<file path="src/rtl/adc_frame_capture.sv">
// adc_frame_capture
// Multi-lane serial ADC frame receiver. Waits for a falling edge on nDRDY,
// shifts NUM_CH DOUT lanes MSB-first for FRAME_BITS clocks, then presents the
// assembled frame on a registered valid/ready output. Also provides input
// synchronisation, an enable/stop mode, sticky overrun and sync-error flags,
// and a wrapping completed-frame counter.
module adc_frame_capture #(
  parameter int NUM_CH      = 4,
  parameter int FRAME_BITS  = 64,
  parameter int SYNC_STAGES = 2,
  parameter int CNT_W       = 16
) (
  input  logic                              MCLK,
  input  logic                              RST,
  input  logic                              EN,
  input  logic                              nDRDY,
  input  logic [NUM_CH-1:0]                 DOUT,
  output logic [NUM_CH-1:0][FRAME_BITS-1:0] DATA,
  output logic                              DATA_VALID,
  input  logic                              DATA_READY,
  output logic                              OVERRUN,
  output logic                              SYNC_ERR,
  input  logic                              CLR_ERR,
  output logic [CNT_W-1:0]                  FRAME_CNT,
  output logic                              BUSY
);

  localparam int BIT_W = $clog2(FRAME_BITS);
  localparam logic [BIT_W-1:0] LAST_BIT = BIT_W'(FRAME_BITS - 1);

  typedef enum logic [1:0] {
    IDLE  = 2'd0,
    WAIT  = 2'd1,
    SHIFT = 2'd2,
    DONE  = 2'd3
  } state_t;

  state_t                             state;
  logic [BIT_W-1:0]                   bit_cnt;
  logic [NUM_CH-1:0][FRAME_BITS-1:0]  shift_reg;
  logic [NUM_CH-1:0][FRAME_BITS-1:0]  shift_next;

  logic [SYNC_STAGES-1:0]             ndrdy_pipe;
  logic [SYNC_STAGES-1:0][NUM_CH-1:0] dout_pipe;
  logic                               ndrdy_prev;
  logic                               d_n;
  logic [NUM_CH-1:0]                  d_dout;
  logic                               fall;

  assign d_n    = ndrdy_pipe[SYNC_STAGES-1];
  assign d_dout = dout_pipe[SYNC_STAGES-1];
  assign fall   = ~d_n & ndrdy_prev;

  // Equal-depth pipelines on nDRDY and DOUT keep the data lanes aligned with the ready edge
  always_ff @(posedge MCLK) begin
    if (RST) begin
      ndrdy_pipe <= '1;
      dout_pipe  <= '0;
      ndrdy_prev <= 1'b1;
    end else begin
      ndrdy_pipe[0] <= nDRDY;
      dout_pipe[0]  <= DOUT;
      for (int s = 1; s < SYNC_STAGES; s++) begin
        ndrdy_pipe[s] <= ndrdy_pipe[s-1];
        dout_pipe[s]  <= dout_pipe[s-1];
      end
      ndrdy_prev <= d_n;
    end
  end

  // Each lane shifts left so the first captured bit ends up in the MSB after a full frame
  always_comb begin
    shift_next = '0;
    for (int i = 0; i < NUM_CH; i++) begin
      shift_next[i] = {shift_reg[i][FRAME_BITS-2:0], d_dout[i]};
    end
  end

  // Capture FSM with registered frame output, handshake, error flags and frame counter
  always_ff @(posedge MCLK) begin
    if (RST) begin
      state      <= IDLE;
      bit_cnt    <= '0;
      shift_reg  <= '0;
      DATA       <= '0;
      DATA_VALID <= 1'b0;
      OVERRUN    <= 1'b0;
      SYNC_ERR   <= 1'b0;
      FRAME_CNT  <= '0;
      BUSY       <= 1'b0;
    end else begin
      if (DATA_VALID && DATA_READY) begin
        DATA_VALID <= 1'b0;
      end
      if (CLR_ERR) begin
        OVERRUN  <= 1'b0;
        SYNC_ERR <= 1'b0;
      end
      if (fall && (state == SHIFT || state == DONE)) begin
        SYNC_ERR <= 1'b1;
      end

      case (state)
        IDLE: begin
          if (EN) begin
            state <= WAIT;
          end
        end
        WAIT: begin
          if (fall) begin
            shift_reg <= shift_next;
            bit_cnt   <= BIT_W'(1);
            state     <= SHIFT;
            BUSY      <= 1'b1;
          end else if (!EN) begin
            state <= IDLE;
          end
        end
        SHIFT: begin
          shift_reg <= shift_next;
          bit_cnt   <= bit_cnt + BIT_W'(1);
          if (bit_cnt == LAST_BIT) begin
            state <= DONE;
            BUSY  <= 1'b0;
          end
        end
        DONE: begin
          DATA       <= shift_reg;
          DATA_VALID <= 1'b1;
          if (DATA_VALID && !DATA_READY) begin
            OVERRUN <= 1'b1;
          end
          FRAME_CNT <= FRAME_CNT + CNT_W'(1);
          bit_cnt   <= '0;
          state     <= EN ? WAIT : IDLE;
        end
        default: begin
          state <= IDLE;
          BUSY  <= 1'b0;
        end
      endcase
    end
  end

endmodule

</file>
<file path="config.mk">
export PLATFORM = sky130hd
export DESIGN_NAME = adc_frame_capture
export DESIGN_NICKNAME = d
export VERILOG_FILES = /design/src/rtl/adc_frame_capture.sv
export SDC_FILE = /design/constraint.sdc
export NUM_CORES = 1
export LEC_CHECK = 0
export CAP_MARGIN = 20
export CELL_PAD_IN_SITES_DETAIL_PLACEMENT = 0
export CELL_PAD_IN_SITES_GLOBAL_PLACEMENT = 1
export CORE_MARGIN = 2
export CORE_UTILIZATION = 43
export CTS_CLUSTER_SIZE = 10
export DETAILED_ROUTE_END_ITERATION = 8
export PLACE_DENSITY = 0.81
export SYNTH_ARGS = -nofsm -noshare
export SYNTH_HDL_FRONTEND = slang
export SYNTH_SLANG_ARGS = --single-unit
export TNS_END_PERCENT = 5
</file>
<file path="constraint.sdc">
create_clock -name MCLK -period 2.1 [get_ports MCLK]
set_input_delay 0.42 -clock MCLK [delete_from_list [all_inputs] [get_ports MCLK]]
set_output_delay 0.42 -clock MCLK [all_outputs]
set_load 0.005 [all_outputs]
</file>
Yosys cells after proc, flatten, opt, wreduce, memory -nomap -nowiden
Index checks and enable logic that the tools add are counted.

storage, ports and cells
  register bits after elaboration = 551
  word-level logic and storage cells = 65
  output and inout bits = 276
  bits of input ports = 10

cells by class
  eq/ne operators = 8
  add/sub/neg operators = 2
  bitwise gates (word level) = 2
  reductions and logical operators = 14
  multiplexer cells = 20

operator list
  kind                                                   count
  case mux 256 bit (2 select lines)                      1
  2-to-1 mux 256 bit                                     1
  case mux 6 bit (3 select lines)                        1
  adder 16 x 1 -> 16 bit, second input constant          1
  2-to-1 mux 1 bit                                       10
  2-to-1 mux 2 bit                                       4
  case mux 2 bit (4 select lines)                        1
  adder 6 x 1 -> 6 bit, second input constant            1
  == test 6 bit, second input constant                   1
  2-to-1 mux 6 bit                                       1
  AND reduction 3 bit                                    2
  nonzero test 2 bit                                     3
  == test 2 bit, second input constant                   2
  inequality test 2 bit, second input constant           2
  AND reduction 2 bit                                    2
  logical AND 1 bit                                      3
  inequality test 3 bit, second input constant           1
  nonzero test 3 bit                                     1
  == test 2 x 1 -> 1 bit, second input constant          1
  zero test 2 bit                                        1
  inequality test 2 x 1 -> 1 bit, second input constant  1
  case mux 1 bit (2 select lines)                        1
  AND 1 bit                                              1
  zero test 1 bit                                        1
  other kinds (2)                                        2

Logic depth before layout (Yosys ltp)
Gate-level depths: netlist of the first run.

  depth in word-level cells = 4
  depth in mapped cells = 8
  gate-level depth less buffers = 5

Least setup slack after synthesis of the first run
OpenSTA, ideal clock, no wires.

  path kind = reg2reg
  from = register state[0]
  to = register shift_reg (netlist bit shift_next[100])
  setup slack = 0.687 ns
  period minus slack after synthesis = 1.413 ns
  cell stages (with the launch flop) = 9
  setup time = 0.132 ns
  data required time = 1.968 ns
  data arrival time = 1.281 ns
  buffers on the path = 4
  path through = dfxtp_1 > buf_4 > nand3b_4 > o21a_1 > buf_2 > buf_4 > buf_4 > nand2_1 > a21oi_1

between the ends
  longest elaborated chain between the ends = 3
  elaborated cells between the ends (all ways) = 6
  classes of those cells = 3 x eq/ne; 1 x mux; 2 x reduce/logical

ends and longest elaborated chain
  element                                                                RTL line  text
  from (decl)                                                            38        state_t state;
  from (signal assigned)                                                 135       state <= EN ? WAIT : IDLE;
  == test 2 x 1 -> 1 bit or == test 2 bit (tied branches)                103       case (state)
  inequality test 2 bit (no line) or nonzero test 2 bit (tied branches)  n/a
  AND reduction 2 bit (no line)                                          n/a
  to (signal assigned)                                                   111       shift_reg <= shift_next;
  to (signal assigned)                                                   120       shift_reg <= shift_next;
  to (decl)                                                              40        logic [NUM_CH-1:0][FRAME_BITS-1:0] shift_reg;

Parallel ways exist; a longest one is shown, timed or not.
A chain may end at the register's enable or synchronous reset.

Worst setup path after layout of the first run
  from = register FRAME_CNT[13]
  to = output FRAME_CNT[13]

RTL lines
  element                 RTL line  text
  from (decl)             24        output logic [CNT_W-1:0] FRAME_CNT,
  from (signal assigned)  133       FRAME_CNT <= FRAME_CNT + CNT_W'(1);

No word-level cell between the ends.

==> results of run 1 <==
[cell type report]
type	count	area (µm²)	area share, %
clock inverter	2	13.8	0.0573
inverter	3	11.3	0.0469
multi-input combinational	1655	7170	29.8
sequential	551	11000	45.9
timing repair buffer	320	3440	14.3
tap	592	741	3.08
clock buffer	67	1610	6.71
[synthesized netlist by cell type]
library cell,number
nand2_1,1031
dfxtp_1,551
a21oi_1,523
clkbuf_1,85
buf_2,58
buf_4,32
nor2_1,22
nand3_1,11
nor2b_1,10
xor2_1,10
and4_1,5
buf_1,5
o21ai_0,5
or3_1,5
a32oi_1,4
nand4_1,4
or2_2,3
xnor2_1,3
a211oi_1,2
and2_1,2
ha_1,2
inv_1,2
nand2b_1,2
a21o_1,1
and2_0,1
and3_1,1
clkinv_1,1
mux2_1,1
nand2_2,1
nand2b_2,1
nand3b_1,1
nand3b_4,1
o21a_1,1
o21ai_4,1
o22ai_1,1
[stage by stage]
step / std cells / hold slack [ps] / setup slack (ps)
detailed placement: 3121 / 402 / 270
global placement: 3121 / 412 / 326
CTS: 3190 / 168 / 12.2
floorplan: 2389 / 389 / 687
finish: 3190 / 200 / 78.6
global route: 3190 / 199 / 3.95
[power breakdown]
group          internal (µW)  switching (µW)
clock                   5300            3850
sequential             10500            11.3
combinational           98.3             298
total                  15900            4160
[logic make-up (layout without fill, tap and decap cells)]
logic type / after synthesis / after routing / share of synthesized area [%]
AND/OR/NAND/NOR: 1101 / 1101 / 22.4
flip-flops: 551 / 551 / 57.9
AO/OA/AOI/OAI: 538 / 538 / 14.3
buffers and inverters: 183 / 392 / 4.62
XOR/XNOR: 13 / 13 / 0.597
adder cells (fa/ha/maj): 2 / 2 / 0.131
multiplexers: 1 / 1 / 0.0591
[worst register-to-register path, delay by kind of cell, from the launching register on]
family	cells	cell delay (ps)
buffers and inverters	2	430
and+or+nand+nor	2	310
AOI/OAI and AO/OA	2	440
DFF	1	610
[routing by layer]
layer  wire length, µm  vias to the layer above  GRT usage [%]  share of wire, %
li1                  -                     8067              -                 -
met5                29                        -              0             0.063
met1             20900                     7391           25.5                45
met2             21700                      318           32.1                47
met3              2580                       79           4.92               5.6
met4              1040                        4           5.88               2.2
[worst min path at each step]
stage,to,startpoint,slack (ps)
3_5_place_dp,ndrdy_pipe[1],ndrdy_pipe[0],400
5_1_grt,shift_next[214],RST,200
3_3_place_gp,ndrdy_pipe[1],ndrdy_pipe[0],410
4_1_cts,dout_pipe[2],RST,170
6_report,shift_next[217],RST,200
2_1_floorplan,ndrdy_pipe[1],ndrdy_pipe[0],390
[timing repair]
item | 4_1_cts | 5_1_grt
endpoints found under the setup margin | 1 | 0
hold buffers | 0 | 0
gates resized for setup | 1 | 0
==> key figures, run 1 <==
Critical path
  • FF-to-FF path depth: 6
  • Worst Path Max Fanout: 4
  • RR Endpoint: shift_next[146]
  • CP Cell Sequence: clkdlybuf4s50_1
  • Slowest CP cell: clkdlybuf4s50_1
  • R2r setup slk: about 230 ps
  • Type of the worst setup path: reg -> out
  • CP startpoint kind: flop
  • Crit. End Element: output port
  • CP Depth: 1
  • Worst path bufs/invs: 1
  • Top delay family on crit path: buffers and inverters
  • Critical Path End: FRAME_CNT[13]
  • Worst EP arrival: 1600 ps
  • Reg-to-Reg Start: state[0]
  • Worst path required time: approximately 1700 ps
  • CP startpoint: FRAME_CNT[13]
  • Worst path max stage delay: 610 ps

Logic synthesis
  • Yosys warnings: 0
  • Post-synth net total: roughly 2.4k
  • #FFs+latches synth: roughly 550
  • Post-Syn Area: roughly 19,000 µm²
  • Post-Synthesis Cells: 2,389
  • Unique masters post-synth: 35
  • Largest cells by area after synthesis: dfxtp_1, nand2_1, a21oi_1
  • Syn_area_per_cell: 7.98 µm²
  • Area share of the largest cell type after synthesis: 57.9%
  • Seq/Total Area, Yosys: just under 60%
  • Area leader, netlist: dfxtp_1

Floorplanning
  • Die Wd: 215 µm
  • Initial Util: a little over two fifths
  • Core area: about 44,000 µm²
  • Die outline height: roughly 210 µm
  • I/O pins: between 200 and 300
  • Row count: 77
  • Die area: 46,000 µm²

Placed design
  • HPWL after DPL: just under 30 mm
  • Area after DPL: 22,400 µm²
  • RePlAce Congestion: approximately 0.79
  • # port buffers: 285

Routing
  • Routed WL: roughly 46 mm
  • WL/cell: about 14 µm
  • DR vias: 15.9k
  • Antenna-violating nets left: 0
  • DRT iter0 DRCs: about 840
  • Initial DRT Pass Iterations: 4
  • Residual DRC count: 0
  • Drt via density: about 5

Power and ir drop
  • PD cells: ~830 nW/µm²
  • Leak Pwr: slightly below 0.008 µW
  • Total power draw: ~20,000 µW
  • Worst vdd rail ir drop: approximately 0.57 mV

Timing
  • Final setup viols: 0
  • Rel. slew slack: about two thirds
  • Final Skew: ~23 ps
  • RSZ-0062 raised after global routing: no
  • Fin crit period: just over 2000 ps
  • Slew Limit Fails: 0
  • TNS Setup: 0 ps
  • Period Utilization, post-route: a little over nine tenths
  • Final Hold Vio Count: 0
  • Fmax: a little under 500 MHz
  • Slew @ Worst Pin: approximately 500 ps

Global routing
  • First-pass GRT wire length: roughly 76 mm
  • GRT Util Overall: between 10% and 20%
  • Initial antenna violation count: 2
  • GR Overflow Total: 0
  • Vias in the first global route: 14.9k
  • Largest net degree at the start of global routing: around 100

Hold path
  • Hold Crit Class: in -> reg
  • WHS Path Cells: 2

Clock network
  • CTS Sinks: 551
  • H-tree depth: 2
  • Num CTS Buffers: 61
  • CTS root buf: clkbuf_16
  • Clock transition at path regs: 60 ps
  • Clock latency on the worst-skew pair: between 600 and 700 ps
  • Setup Fix Bufs, Post-CTS: 0
  • Max Buffers Root-to-Sink: 3
  • CTS tree: done

Final layout
  • Layout cells sized above 1: around 4.3%
  • Commonest non-fill, non-tap cells in the layout: nand2_1, dfxtp_1, a21oi_1
  • Largest register FFs: around 260
  • Fill count: about 4.2k
  • Leading cell type in the layout, fill and taps excluded: nand2_1
  • Fin area: 24,000 µm²
  • P&R area growth vs syn: 26.0%
  • ANT cells: 0
  • Final Util: a little over half
  • Final #Nets: around 2.6k
  • Largest Register: DATA

Run
  • Max-cap violations: 0

Status
  • Status: finished, final reports clean
No activity file was read; power rests on OpenSTA's default activity.
==> run 2: changes to the inputs <==
ABC_CLOCK_PERIOD_IN_PS = 2100   (was unset)
CORE_UTILIZATION = 35   (was 43)
PLACE_DENSITY = 0.67   (was 0.81)
==> run 2 against run 1 <==
Compared with the run above: design area increased by 1.5%; final cell count rose by 3.9%; non-clock buffer count up 6; maximum frequency increased by 3.0%; clock-buffer cell count is 12 higher; worst setup slack improved by 59 ps; sequential power about the same; critical path type unchanged; critical endpoint is now FRAME_CNT[8].
==> key figures, run 2 (synthesized netlist as in run 1, its figures left out) <==
Timing
  • Rel. slew slack: 65.2% (was 67.4%)
  • Slew Limit Fails: 0 (unchanged)
  • Final Hold Vio Count: 0 (unchanged)
  • Fin crit period: 1960 ps (was 2020 ps)
  • Post-route setup slack: 137 ps (was 78.6 ps)
  • Fmax: 509 MHz (was 495 MHz)
  • Final Skew: 18.1 ps (was 23.2 ps)
  • TNS Setup: 0 ps (unchanged)
  • Final setup viols: 0 (unchanged)
  • RSZ-0062 raised after global routing: no (unchanged)
  • Period Utilization, post-route: 93.5% (was 96.3%)
  • Slew @ Worst Pin: 523 ps (was 489 ps)

Final layout
  • Leading cell type in the layout, fill and taps excluded: nand2_1 (unchanged)
  • Largest Register: DATA (unchanged)
  • Fill count: 5,383 (was 4,191)
  • Final Util: 45.3% (was 54.6%)
  • ANT cells: 0 (unchanged)
  • Layout cells sized above 1: 4.81% (was 4.35%)
  • Final #Nets: 2,615 (was 2,604)
  • P&R area growth vs syn: 28.0% (was 26.0%)
  • Commonest non-fill, non-tap cells in the layout: nand2_1, dfxtp_1, a21oi_1 (unchanged)
  • Largest register FFs: 256 (unchanged)

Global routing
  • First-pass GRT wire length: 78.8 mm (was 75.8 mm)
  • Vias in the first global route: 14.9k (about the same)
  • GR Overflow Total: 0 (unchanged)
  • Largest net degree at the start of global routing: 97 (was 104)
  • Initial antenna violation count: 1 (was 2)
  • GRT Util Overall: 17.1% (was 19.6%)

Critical path
  • Reg-to-Reg Start: state[0] (unchanged)
  • R2r setup slk: 210 ps (was 230 ps)
  • Worst path required time: 1680 ps (about the same)
  • FF-to-FF path depth: 5 (was 6)
  • Worst path bufs/invs: 1 (unchanged)
  • Type of the worst setup path: reg -> out (unchanged)
  • Worst path max stage delay: 550 ps (was 610 ps)
  • Worst Path Max Fanout: 5 (was 4)
  • Top delay family on crit path: buffers and inverters (unchanged)
  • CP startpoint kind: flop (unchanged)
  • RR Endpoint: shift_next[220] (was shift_next[146])
  • Worst EP arrival: 1540 ps (was 1600 ps)
  • Crit. End Element: output port (unchanged)
  • Slowest CP cell: clkdlybuf4s50_1 (unchanged)
  • CP Cell Sequence: clkdlybuf4s50_1 (unchanged)

Clock network
  • Max Buffers Root-to-Sink: 3 (unchanged)
  • H-tree depth: 3 (was 2)
  • Clock latency on the worst-skew pair: 580 ps (was 610 ps)
  • CTS Hold Bufs: 0 (unchanged)
  • CTS Sinks: 551 (unchanged)
  • CTS tree: done (unchanged)
  • Clock transition at path regs: 50 ps (was 60 ps)
  • CTS root buf: clkbuf_16 (unchanged)
  • Post-CTS sizing: 0 (was 1)
  • Num CTS Buffers: 66 (was 61)
  • Setup Fix Bufs, Post-CTS: 0 (unchanged)

Routing
  • Drt via density: 4.80 (was 4.97)
  • Routed WL: 49.4 mm (was 46.2 mm)
  • WL/cell: 14.9 µm (was 14.5 µm)
  • DRT iter0 DRCs: 933 (was 835)
  • Residual DRC count: 0 (unchanged)
  • DR vias: 15.9k (about the same)
  • Antenna-violating nets left: 0 (unchanged)
  • Initial DRT Pass Iterations: 5 (was 4)

Placed design
  • # port buffers: 285 (unchanged)
  • HPWL after DPL: 30.8 mm (was 29.0 mm)
  • RePlAce Congestion: 0.744 (was 0.794)
  • Place WS: 199 ps (was 270 ps)

Floorplanning
  • Die outline height: 237 µm (was 215 µm)
  • Die Wd: 237 µm (was 215 µm)
  • Core area: 53,800 µm² (was 44,000 µm²)
  • I/O pins: 286 (unchanged)
  • Initial Util: 35.4% (was 43.3%)
  • Row count: 85 (was 77)
  • Die area: 56,300 µm² (was 46,000 µm²)

Hold path
  • WHS Path Cells: 2 (unchanged)
  • Hold Crit Class: in -> reg (unchanged)
  • HP Start: RST (unchanged)
  • Hold EP: FRAME_CNT[9] (was shift_next[217])

Status
  • Status: finished, final reports clean (unchanged)

Power and ir drop
  • Worst vdd rail ir drop: 0.562 mV (was 0.565 mV)
  • PD cells: 855 nW/µm² (was 834 nW/µm²)
  • Leak Pwr: 0.00780 µW (was 0.00769 µW)
  • Total power draw: 20,800 µW (was 20,000 µW)

Run
  • Max-cap violations: 0 (unchanged)
-- run 2: cell types whose count changed in the layout (fill, tap and decap cells not counted) --
cell	delta
clkbuf_1	+6
buf_4	+5
clkbuf_16	+5
buf_12	+1
clkbuf_8	+1
clkdlybuf4s50_1	+1
clkinv_2	-1
clkinv_8	+1
clkinvlp_4	+1
dlygate4sd2_1	-1
-- run 2: per-stage QoR --
step	hold WS, ps	cells	cell area, µm²
4_1_cts	215	3313	24400
2_1_floorplan	389	2389	19100
5_1_grt	247	3313	24400
3_3_place_gp	395	3231	22600
6_report	245	3313	24400
3_5_place_dp	399	3231	22600
-- run 2: routing by layer --
layer  GRT usage (%)  vias up  part of all wire, %
met5               0        -                0.032
met3            4.90       86                  5.2
met2            27.4      269                   46
li1                -     8106                    -
met1            22.2     7453                   47
met4            5.24        2                  2.2
-- run 2: worst max-delay path by stage --
| stage | start | cells past startpoint | to | slack, ps |
|---|---|---|---|---|
| 6_report | FRAME_CNT[8] | 1 | FRAME_CNT[8] | 140 |
| 5_1_grt | FRAME_CNT[8] | 1 | FRAME_CNT[8] | 40 |
| 3_3_place_gp | state[0] | 5 | shift_next[159] | 260 |
| 4_1_cts | DATA[64] | 1 | DATA[64] | 80 |
| 2_1_floorplan | state[0] | 8 | shift_next[100] | 690 |
| 3_5_place_dp | state[0] | 5 | shift_next[161] | 200 |
-- run 2: power by group --
part	internal, µW	total (µW)	switching, µW
sequential	10500	10500	11.6
combinational	106	413	307
clock	5870	9940	4070
total	16400	20800	4390
-- run 2: layout make-up --
type | count | area [µm²] | share of cell area, %
clock buffers | 79 | 1770 | 7.27
flip-flops and latches | 551 | 11000 | 45.2
clock inverters | 3 | 32.5 | 0.133
inverters | 3 | 11.3 | 0.0462
well taps | 696 | 871 | 3.57
repair buffers | 326 | 3500 | 14.4
multi-input cells | 1655 | 7170 | 29.4
==> run 3: changes to the inputs <==
DONT_BUFFER_PORTS = 1   (was unset)
PLACE_DENSITY = 0.58   (was 0.67)
==> run 3 against run 2 <==
Compared with the run above: the run now ends with negative hold slack left; global-route usage decreased by 0.11 points; sequential share of layout area increased by 4.9 points; non-clock buffer count decreased by 234; register-to-register slack got worse by 120 ps; final cell count decreased by 7.0%; first-iteration DRC count increased by 6.5%; wire length decreased by 0.70%; total power decreased by 0.13%; sequential power about the same.
==> key figures, run 3 (synthesized netlist as in run 1, its figures left out) <==
Final layout
  • P&R area growth vs syn: 15.4% (was 28.0%)
  • Leading cell type in the layout, fill and taps excluded: nand2_1 (unchanged)
  • Fin area: 22,000 µm² (was 24,400 µm²)
  • Commonest non-fill, non-tap cells in the layout: nand2_1, dfxtp_1, a21oi_1 (unchanged)
  • Final #Nets: 2,381 (was 2,615)
  • ANT cells: 0 (unchanged)
  • Final std cells w/o fill: 3,081 (was 3,313)
  • Layout cells sized above 1: 4.82% (was 4.81%)
  • Largest register FFs: 256 (unchanged)
  • Fill count: 5,631 (was 5,383)
  • Largest Register: DATA (unchanged)

Clock network
  • Num CTS Buffers: 66 (unchanged)
  • CTS root buf: clkbuf_16 (unchanged)
  • H-tree depth: 3 (unchanged)
  • Clock latency on the worst-skew pair: 590 ps (was 580 ps)
  • Setup Fix Bufs, Post-CTS: 0 (unchanged)
  • CTS tree: done (unchanged)
  • Max Buffers Root-to-Sink: 3 (unchanged)
  • Clock transition at path regs: 50 ps (about the same)
  • CTS Sinks: 551 (unchanged)

Timing
  • Fmax: 497 MHz (was 509 MHz)
  • Slew @ Worst Pin: 568 ps (was 523 ps)
  • Final Hold Vio Count: 9 (was 0)
  • Period Utilization, post-route: 95.9% (was 93.5%)
  • Final Skew: 27.4 ps (was 18.1 ps)
  • Hold_ws: -34.1 ps (was 245 ps)
  • RSZ-0062 raised after global routing: yes (was no)
  • Fin crit period: 2010 ps (was 1960 ps)
  • Slew Limit Fails: 0 (unchanged)
  • Final setup viols: 0 (unchanged)
  • Rel. slew slack: 62.2% (was 65.2%)

Critical path
  • RR Endpoint: DATA[204] (was shift_next[220])
  • Worst path max stage delay: 570 ps (was 550 ps)
  • Worst EP arrival: 2530 ps (was 1540 ps)
  • CP startpoint kind: flop (unchanged)
  • Critical Path End: DATA[204] (was FRAME_CNT[8])
  • CP Cell Sequence: buf_4, nand2_4, buf_12, nand2_1, a21oi_1, dlygate4sd3_1 (was clkdlybuf4s50_1)
  • Worst path required time: 2620 ps (was 1680 ps)
  • FF-to-FF path depth: 6 (was 5)
  • R2r setup slk: 90 ps (was 210 ps)
  • Slowest CP cell: dlygate4sd3_1 (was clkdlybuf4s50_1)
  • Worst Path Max Fanout: 55 (was 5)
  • Type of the worst setup path: reg -> reg (was reg -> out)
  • Crit. End Element: flop (was output port)

Global routing
  • First-pass GRT wire length: 77.9 mm (was 78.8 mm)
  • Initial antenna violation count: 1 (unchanged)
  • GR Overflow Total: 0 (unchanged)
  • Vias in the first global route: 14.1k (was 14.9k)
  • GRT Util Overall: 17.0% (was 17.1%)
  • Largest net degree at the start of global routing: 553 (was 97)

Hold path
  • Hold Crit Class: in -> reg (unchanged)

Routing
  • Antenna-violating nets left: 0 (unchanged)
  • Met2 WL: 22.6 mm (about the same)
  • Residual DRC count: 0 (unchanged)
  • Top Layer Used: met5 (unchanged)
  • DR vias: 15.0k (was 15.9k)
  • DR WL met3: 3.82 mm (was 2.57 mm)
  • Initial DRT Pass Iterations: 5 (unchanged)
  • Drt via density: 4.87 (was 4.80)
  • WL met1: 21.5 mm (was 23.1 mm)
  • Routed WL: 49.0 mm (was 49.4 mm)
  • WL/cell: 15.9 µm (was 14.9 µm)
  • DRT iter0 DRCs: 994 (was 933)

Run
  • Max-cap violations: 0 (unchanged)

Floorplanning
  • Die Wd: 237 µm (unchanged)
  • Row count: 85 (unchanged)
  • Die area: 56,300 µm² (unchanged)
  • Initial Util: 35.4% (unchanged)
  • Core area: 53,800 µm² (unchanged)
  • I/O pins: 286 (unchanged)
  • Die outline height: 237 µm (unchanged)

Power and ir drop
  • Total power draw: 20,800 µW (about the same)
  • Worst vdd rail ir drop: 0.466 mV (was 0.562 mV)
  • PD cells: 946 nW/µm² (was 855 nW/µm²)
  • Leak Pwr: 0.00716 µW (was 0.00780 µW)

Status
  • Status: finished with violations (was finished, final reports clean)
  • Failing checks: negative hold slack

Placed design
  • # port buffers: 0 (was 285)
  • Area after DPL: 19,500 µm² (was 22,600 µm²)
  • Placed instance count: 2,934 (was 3,231)
  • RePlAce Congestion: 0.727 (was 0.744)
  • HPWL after DPL: 27.8 mm (was 30.8 mm)
-- run 3: cell types whose count changed in the layout (fill, tap and decap cells not counted), moves of 2 or more --
cell	previous run	this run
clkdlybuf4s50_1	284	0
dfxtp_1	551	549
buf_4	14	11
clkbuf_1	8	11
dfxtp_2	0	2
dlygate4sd3_1	0	62
clkbuf_16	68	71
clkbuf_8	3	0
buf_12	27	19
-- run 3: what timing repair did --
item | CTS | global route
endpoints found under the hold margin | 321 | 35
hold buffers | 60 | 3
endpoints found under the setup margin | 0 | 37
resized for setup | 0 | 2
-- run 3: layout make-up --
class	count	area (µm²)	area share (%)
Clock inverter	2	17.5	0.0796
Inverter	3	11.3	0.0512
Sequential cell	551	11000	50.1
Multi-Input combinational cell	1655	7170	32.6
Clock buffer	82	1820	8.26
Tap cell	696	871	3.96
Timing Repair Buffer	92	1080	4.92
-- run 3: routing by layer --
layer  GRT usage (%)  vias up
met5               0        -
met2            27.2      294
li1                -     7639
met4            5.93        2
met3            5.97       74
met1            21.1     6997
-- run 3: how the worst min path moves through the flow --
stage / from / to / slack [ps] / depth (start not counted)
2_1_floorplan: ndrdy_pipe[0] / ndrdy_pipe[1] / 390 / 1
3_3_place_gp: ndrdy_pipe[0] / ndrdy_pipe[1] / 390 / 1
3_5_place_dp: ndrdy_pipe[0] / ndrdy_pipe[1] / 390 / 1
4_1_cts: RST / shift_next[37] / -110 / 1
5_1_grt: RST / DATA[29] / -90 / 1
6_report: RST / shift_next[30] / -30 / 1
-- run 3: power by group --
part	leakage (µW)	switching [µW]	internal [µW]
Clock	0.000897	4120	6000
Combinational	0.00182	146	66.6
Sequential	0.00444	13.2	10500
-- run 3: critical path: cells and delay by family, from the launching register on --
family	cells	cell delay, ps
AOI/OAI and AO/OA	1	150
buffers and inverters	3	1060
DFF	1	300
and+or+nand+nor	2	410
-- run 3: per-stage QoR --
| step | setup TNS (ps) | util [%] | hold slack, ps | setup WS, ps |
|---|---|---|---|---|
| global placement | 0 | 36.3 | 392 | 311 |
| floorplan | 0 | - | 389 | 687 |
| detailed placement | 0 | 36.3 | 395 | 280 |
| global route | -96.8 | 40.9 | -90.7 | -50.9 |
| finish | 0 | 40.9 | -34.1 | 86.0 |
| CTS | 0 | 40.8 | -106 | 11.6 |
